## config.mk

```make
export PLATFORM = sky130hd
export DESIGN_NAME = alu_seq_core
export DESIGN_NICKNAME = d
export VERILOG_FILES = /design/src/rtl/alu_pkg.sv /design/src/rtl/alu_btn_edge.sv /design/src/rtl/alu_seq_core.sv
export SDC_FILE = /design/constraint.sdc
export NUM_CORES = 1
export LEC_CHECK = 0
export CAP_MARGIN = 30
export CORE_ASPECT_RATIO = 1.25
export CORE_MARGIN = 4
export CORE_UTILIZATION = 60
export DETAILED_ROUTE_END_ITERATION = 12
export GPL_TIMING_DRIVEN = 0
export PLACE_DENSITY = 0.82
export SLEW_MARGIN = 30
export SYNTH_ARGS = -nofsm -noshare
export SYNTH_HDL_FRONTEND = slang
export SYNTH_SLANG_ARGS = --single-unit
```

## constraint.sdc

```tcl
create_clock -name clk -period 5.4 [get_ports clk]
set_input_delay 1.08 -clock clk [delete_from_list [all_inputs] [get_ports clk]]
set_output_delay 1.08 -clock clk [all_outputs]
set_load 0.01 [all_outputs]
```

## src/rtl/alu_pkg.sv

```systemverilog
// Shared definitions for the sequential ALU slice.
//   - OP_W      : native opcode width of the encodings below
//   - OP_*      : opcode encodings (OP_W bits wide)
//   - aluState_t: FSM state encoding (IDLE, EXEC, SHIFT)
//   - isShift() : true for the iterative shift opcodes
package alu_pkg;

    localparam int OP_W = 6;

    localparam logic [OP_W-1:0] OP_ADD = 6'b100000;
    localparam logic [OP_W-1:0] OP_SUB = 6'b100010;
    localparam logic [OP_W-1:0] OP_AND = 6'b100100;
    localparam logic [OP_W-1:0] OP_OR  = 6'b100101;
    localparam logic [OP_W-1:0] OP_XOR = 6'b100110;
    localparam logic [OP_W-1:0] OP_NOR = 6'b100111;
    localparam logic [OP_W-1:0] OP_SRL = 6'b000010;
    localparam logic [OP_W-1:0] OP_SRA = 6'b000011;
    localparam logic [OP_W-1:0] OP_SLL = 6'b000000;

    typedef enum logic [1:0] {
        IDLE  = 2'd0,
        EXEC  = 2'd1,
        SHIFT = 2'd2
    } aluState_t;

    function automatic logic isShift(input logic [OP_W-1:0] op);
        return (op == OP_SRL) || (op == OP_SRA) || (op == OP_SLL);
    endfunction

endpackage

```

## src/rtl/alu_btn_edge.sv

```systemverilog
// Rising-edge detector for one board button.
//   clk   in  system clock
//   reset in  synchronous, active-high
//   btn   in  button level
//   pulse out registered one-cycle pulse, high the cycle after a 0->1 transition
// The history register resets to 1 so a button held through reset gives no edge.
module alu_btn_edge (
    input  logic clk,
    input  logic reset,
    input  logic btn,
    output logic pulse
);

    logic btnHist;

    always_ff @(posedge clk) begin
        if (reset) begin
            btnHist <= 1'b1;
            pulse   <= 1'b0;
        end else begin
            btnHist <= btn;
            pulse   <= btn & ~btnHist;
        end
    end

endmodule

```

## src/rtl/alu_seq_core.sv

```systemverilog
// Sequential ALU: captures A, B and the opcode from a shared switch bus on
// button edges, runs arith/logic ops in one EXEC cycle and shifts one bit per
// cycle, then presents a registered result and flags.
//   clk, reset         clock, synchronous active-high reset
//   i_data             shared switch bus
//   i_btn_a/b/op       button levels; rising edges latch A, B, opcode (+start)
//   o_result           result register, held until the next completion
//   o_carry            carry / borrow / last bit shifted out
//   o_overflow         signed overflow (ADD/SUB)
//   o_zero, o_negative derived from the new result
//   o_err              last op had an unknown opcode
//   o_busy             high whenever the FSM is not IDLE
//   o_valid            one-cycle pulse when result and flags update
//   dbgState           current FSM state, for debug/checkers
// Output protocol: o_valid is a pulse with no back-pressure; result and flags
// change only in the cycle o_valid is high and hold their value otherwise.
module alu_seq_core
    import alu_pkg::*;
#(
    parameter int SIZE    = 8,
    parameter int OP_SIZE = OP_W
) (
    input  logic            clk,
    input  logic            reset,
    input  logic [SIZE-1:0] i_data,
    input  logic            i_btn_a,
    input  logic            i_btn_b,
    input  logic            i_btn_op,
    output logic [SIZE-1:0] o_result,
    output logic            o_carry,
    output logic            o_overflow,
    output logic            o_zero,
    output logic            o_negative,
    output logic            o_err,
    output logic            o_busy,
    output logic            o_valid,
    output logic [1:0]      dbgState
);

    localparam int CW = $clog2(SIZE + 1);
    localparam logic [SIZE-1:0] SIZE_V = SIZE'(SIZE);

    logic pulseA, pulseB, pulseOp;

    alu_btn_edge uEdgeA  (.clk(clk), .reset(reset), .btn(i_btn_a),  .pulse(pulseA));
    alu_btn_edge uEdgeB  (.clk(clk), .reset(reset), .btn(i_btn_b),  .pulse(pulseB));
    alu_btn_edge uEdgeOp (.clk(clk), .reset(reset), .btn(i_btn_op), .pulse(pulseOp));

    aluState_t         state;
    logic [SIZE-1:0]   aReg, bReg, workReg;
    logic [OP_SIZE-1:0] opReg;
    logic [CW-1:0]     countReg, shiftCount;
    logic [OP_W-1:0]   opKey;

    assign opKey    = OP_W'(opReg);
    assign o_busy   = (state != IDLE);
    assign dbgState = state;

    // Shift distance saturates at SIZE: anything beyond shifts everything out.
    assign shiftCount = (bReg > SIZE_V) ? CW'(SIZE) : CW'(bReg);

    // Extra top bit holds carry (ADD) or borrow (SUB).
    logic [SIZE:0] addSum, subDiff;
    assign addSum  = {1'b0, aReg} + {1'b0, bReg};
    assign subDiff = {1'b0, aReg} - {1'b0, bReg};

    logic [SIZE-1:0] aluResult;
    logic            aluCarry, aluOvf, aluErr;

    always_comb begin
        aluResult = '0;
        aluCarry  = 1'b0;
        aluOvf    = 1'b0;
        aluErr    = 1'b0;
        case (opKey)
            OP_ADD: begin
                aluResult = addSum[SIZE-1:0];
                aluCarry  = addSum[SIZE];
                aluOvf    = (aReg[SIZE-1] == bReg[SIZE-1]) && (addSum[SIZE-1] != aReg[SIZE-1]);
            end
            OP_SUB: begin
                aluResult = subDiff[SIZE-1:0];
                aluCarry  = subDiff[SIZE];
                aluOvf    = (aReg[SIZE-1] != bReg[SIZE-1]) && (subDiff[SIZE-1] != aReg[SIZE-1]);
            end
            OP_AND:  aluResult = aReg & bReg;
            OP_OR:   aluResult = aReg | bReg;
            OP_XOR:  aluResult = aReg ^ bReg;
            OP_NOR:  aluResult = ~(aReg | bReg);
            default: aluErr    = 1'b1;
        endcase
    end

    // One-bit shift step of the working register.
    logic [SIZE-1:0] shiftNext;
    logic            shiftOut;

    always_comb begin
        shiftNext = {1'b0, workReg[SIZE-1:1]};
        shiftOut  = workReg[0];
        if (opKey == OP_SLL) begin
            shiftNext = {workReg[SIZE-2:0], 1'b0};
            shiftOut  = workReg[SIZE-1];
        end else if (opKey == OP_SRA) begin
            shiftNext = {workReg[SIZE-1], workReg[SIZE-1:1]};
        end
    end

    // Completion decode: which cycle finishes and what it publishes.
    logic            doneNow, doneCarry, doneOvf, doneErr;
    logic [SIZE-1:0] doneResult;

    always_comb begin
        doneNow    = 1'b0;
        doneResult = aluResult;
        doneCarry  = aluCarry;
        doneOvf    = aluOvf;
        doneErr    = aluErr;
        case (state)
            EXEC: begin
                if (!isShift(opKey)) begin
                    doneNow = 1'b1;
                end else if (shiftCount == '0) begin
                    // Zero-distance shift passes A through untouched.
                    doneNow    = 1'b1;
                    doneResult = aReg;
                    doneCarry  = 1'b0;
                    doneOvf    = 1'b0;
                    doneErr    = 1'b0;
                end
            end
            SHIFT: begin
                if (countReg == CW'(1)) begin
                    doneNow    = 1'b1;
                    doneResult = shiftNext;
                    doneCarry  = shiftOut;
                    doneOvf    = 1'b0;
                    doneErr    = 1'b0;
                end
            end
            default: ;
        endcase
    end

    always_ff @(posedge clk) begin
        if (reset) begin
            state      <= IDLE;
            aReg       <= '0;
            bReg       <= '0;
            opReg      <= '0;
            workReg    <= '0;
            countReg   <= '0;
            o_result   <= '0;
            o_carry    <= 1'b0;
            o_overflow <= 1'b0;
            o_zero     <= 1'b0;
            o_negative <= 1'b0;
            o_err      <= 1'b0;
            o_valid    <= 1'b0;
        end else begin
            o_valid <= 1'b0;
            case (state)
                IDLE: begin
                    // Button edges only act here; while busy they are dropped.
                    if (pulseA) aReg <= i_data;
                    if (pulseB) bReg <= i_data;
                    if (pulseOp) begin
                        opReg <= i_data[OP_SIZE-1:0];
                        state <= EXEC;
                    end
                end
                EXEC: begin
                    if (doneNow) begin
                        state <= IDLE;
                    end else begin
                        workReg  <= aReg;
                        countReg <= shiftCount;
                        state    <= SHIFT;
                    end
                end
                SHIFT: begin
                    workReg  <= shiftNext;
                    countReg <= countReg - CW'(1);
                    if (doneNow) state <= IDLE;
                end
                default: state <= IDLE;
            endcase
            if (doneNow) begin
                o_result   <= doneResult;
                o_carry    <= doneCarry;
                o_overflow <= doneOvf;
                o_zero     <= (doneResult == '0);
                o_negative <= doneResult[SIZE-1];
                o_err      <= doneErr;
                o_valid    <= 1'b1;
            end
        end
    end

endmodule

```

==> metrics <==
status=complete, no violations; Post-Synthesis Cells=around 500; CTS Sinks=55; Hold Vio Cnt, Final=0; critical path startpoint category=register; port bufs=28; CTS tree=yes; die area=~8000 µm²; Worst Tran Pin Value=0.595 ns; Synth Warn #=0; largest net degree at the start of global routing=16; EDFF count, synth=0; clock skew=around 0.0087 ns; top cell type's share of synthesized area=27.9%; final instance area=roughly 4400 µm²; clock period minus worst slack=about 3 ns; Synth Register Bits=55; pre-CTS WS=2.52 ns; core box area=around 6300 µm²; CTS Buf Count=5; Post-synth ARST share=0%; CP Data Required Time=around 5.6 ns; number of I/O pins=30; ant diodes=0; synth unique cells=a little under 70; DR vias=about 4000; average size of a mapped cell=7.70 µm²; Slew Limit Fails=0; Total GRT Usage=about 28%; DRT antenna net count=0; htree depth=2; PwrDens=around 180 nW/µm²; Hold Crit Class=register to register; Post-route DRC=0; WL final=about 11000 µm; total gr overflow=0; Setup CP Type=register to register; Layout Nets=about 590; most common library cell in the layout ignoring fill and taps=dfxtp_1; clk buf depth=2; die height=slightly below 100 µm; vias in the first global route=approximately 3700; crit-path max FO=9; crit path DAT=~3.2 ns; crit share post-route=54.4%; Worst Hold Depth=1; mapped cell area=between 3000 and 4000 µm²; crit end category=register; area leader, netlist=dfxtp_1; Clock Latency Late Sink=0.31 ns; VDD IR max=237 µV; synth top area cells=dfxtp_1 (28%), ha_1 (9.2%), a21oi_1 (6.5%); initial antenna violation count=0; Cell Rows=32; Main synth FF type=dfxtp_1; RSZ-0062 raised after global routing=no; most frequent cells in the layout=dfxtp_1 (55), a21oi_1 (51), nand2_1 (51), nor2_1 (44), inv_1 (36); Setup-failing EPs final=0; Max Cap Viol=0; post_cts resized=0; post-layout utilization of the core=between 70 and 80%; layout cell share with drive strength beyond 1=between 5 and 6%; Post CTS Setup Buffer Count=0; Final GP Congestion=between 0.9 and 1; Seq/Total Area, Yosys=between 20% and 30%; Achievable Freq=0.341 GHz; WL/cell=about 17 µm; DP HPWL=8270 µm; Area Overhead vs Synth=12.4%; Max-slew headroom=about three fifths; leak pwr=1.50 nW; wire length of the first global-routing pass=about 18000 µm; DR vias/cell=approximately 6.3; setup ws final=approximately 2.5 ns; cts hold-fix bufs=0; Net Count, Synth=about 560; DIE WIDTH=about 81 µm; drt pass-1 iters=5; clk root buf=clkbuf_8; Worst Reg-to-Reg Cells=11; setup TNS=0 ns; First DRT Iteration DRCs=between 300 and 400; DP Area=~4300 µm²; register clock-pin slew on the reported worst setup and hold paths=~0.090 ns; Starting Density=between 60% and 70%
## worst max-delay path, stage by stage (launching register included)
cell and delay, ns:
dfxtp_1 0.50, inv_1 0.08, ha_1 0.29, buf_2 0.18, or3_1 0.38, and3_1 0.22, mux2i_1 0.12, nor3_1 0.31
a2bb2oi_1 0.28, a21boi_1 0.20, nand4b_1 0.11, o31ai_2 0.18
## worst paths after layout
path / to / start / slack (ns)
setup / recovery: o_zero$_SDFFE_PP0P_ / aReg[2]$_SDFFE_PP0P_ / 2.47
hold / removal: uEdgeOp.pulse$_SDFF_PP0_ / uEdgeOp.btnHist$_SDFF_PP1_ / 0.40
setup reg to reg: o_zero$_SDFFE_PP0P_ / aReg[2]$_SDFFE_PP0P_ / 2.47
hold reg to reg: uEdgeOp.pulse$_SDFF_PP0_ / uEdgeOp.btnHist$_SDFF_PP1_ / 0.40
## state kept, by name (all words and copies together) (netlist names), 2 cells and up
register / cells
opKey: 6
bReg: 8
aReg: 8
countReg: 4
workReg: 8
dbgState: 2
o_result: 8
## cells in the mapped netlist (14+ instances only)
master / n
ha_1: 29
inv_1: 36
o21ai_0: 14
clkbuf_1: 24
nor2_1: 44
mux2i_1: 19
dfxtp_1: 55
nand3_1: 30
a21oi_1: 51
nor3_1: 15
a211oi_1: 17
nand2_1: 51
## report_power, final
part           total (W)  leakage, nW  internal, W  switching (W)
Clock           0.000265       0.0513     0.000136       0.000129
Sequential      0.000419        0.445     0.000412     0.00000756
Combinational   0.000111         1.00    0.0000433      0.0000676
## area by class of cell
cell class              instances  area, µm²
plain buffers                  37        165
multi-input cells             385       2550
clock inverters                 1       30.0
repair buffers                 28        280
inverters                      36        135
fillers                       532       1850
clock buffers                   6       72.6
well taps                      85        106
flip-flops and latches         55       1100
## metrics by stage
stage	hold WS, ns	power, W	std cells
2_1_floorplan	0.373	0.000503	513
3_3_place_gp	0.380	0.000534	626
3_5_place_dp	0.388	0.000537	626
4_1_cts	0.402	0.000796	633
5_1_grt	0.413	0.000825	633
6_report	0.397	0.000796	633
## metal layers
layer	track usage (%)	part of all wire, %	vias up
met5	0	0	-
met3	3.93	5.8	52
met4	15.1	5.9	0
met2	45.5	46	204
met1	36.8	42	1825
li1	-	-	1900
## logic make-up after synthesis
group                    after synthesis  synth area share (%)
AND/OR/NAND/NOR                      184                  23.1
AO/OA/AOI/OAI                        140                  23.7
XOR/XNOR                              10                  2.22
adder cells (fa/ha/maj)               31                  10.2
buffers and inverters                 73                  7.60
flip-flops                            55                  27.9
multiplexers                          20                  5.38
No activity file was read; power rests on OpenSTA's default activity.
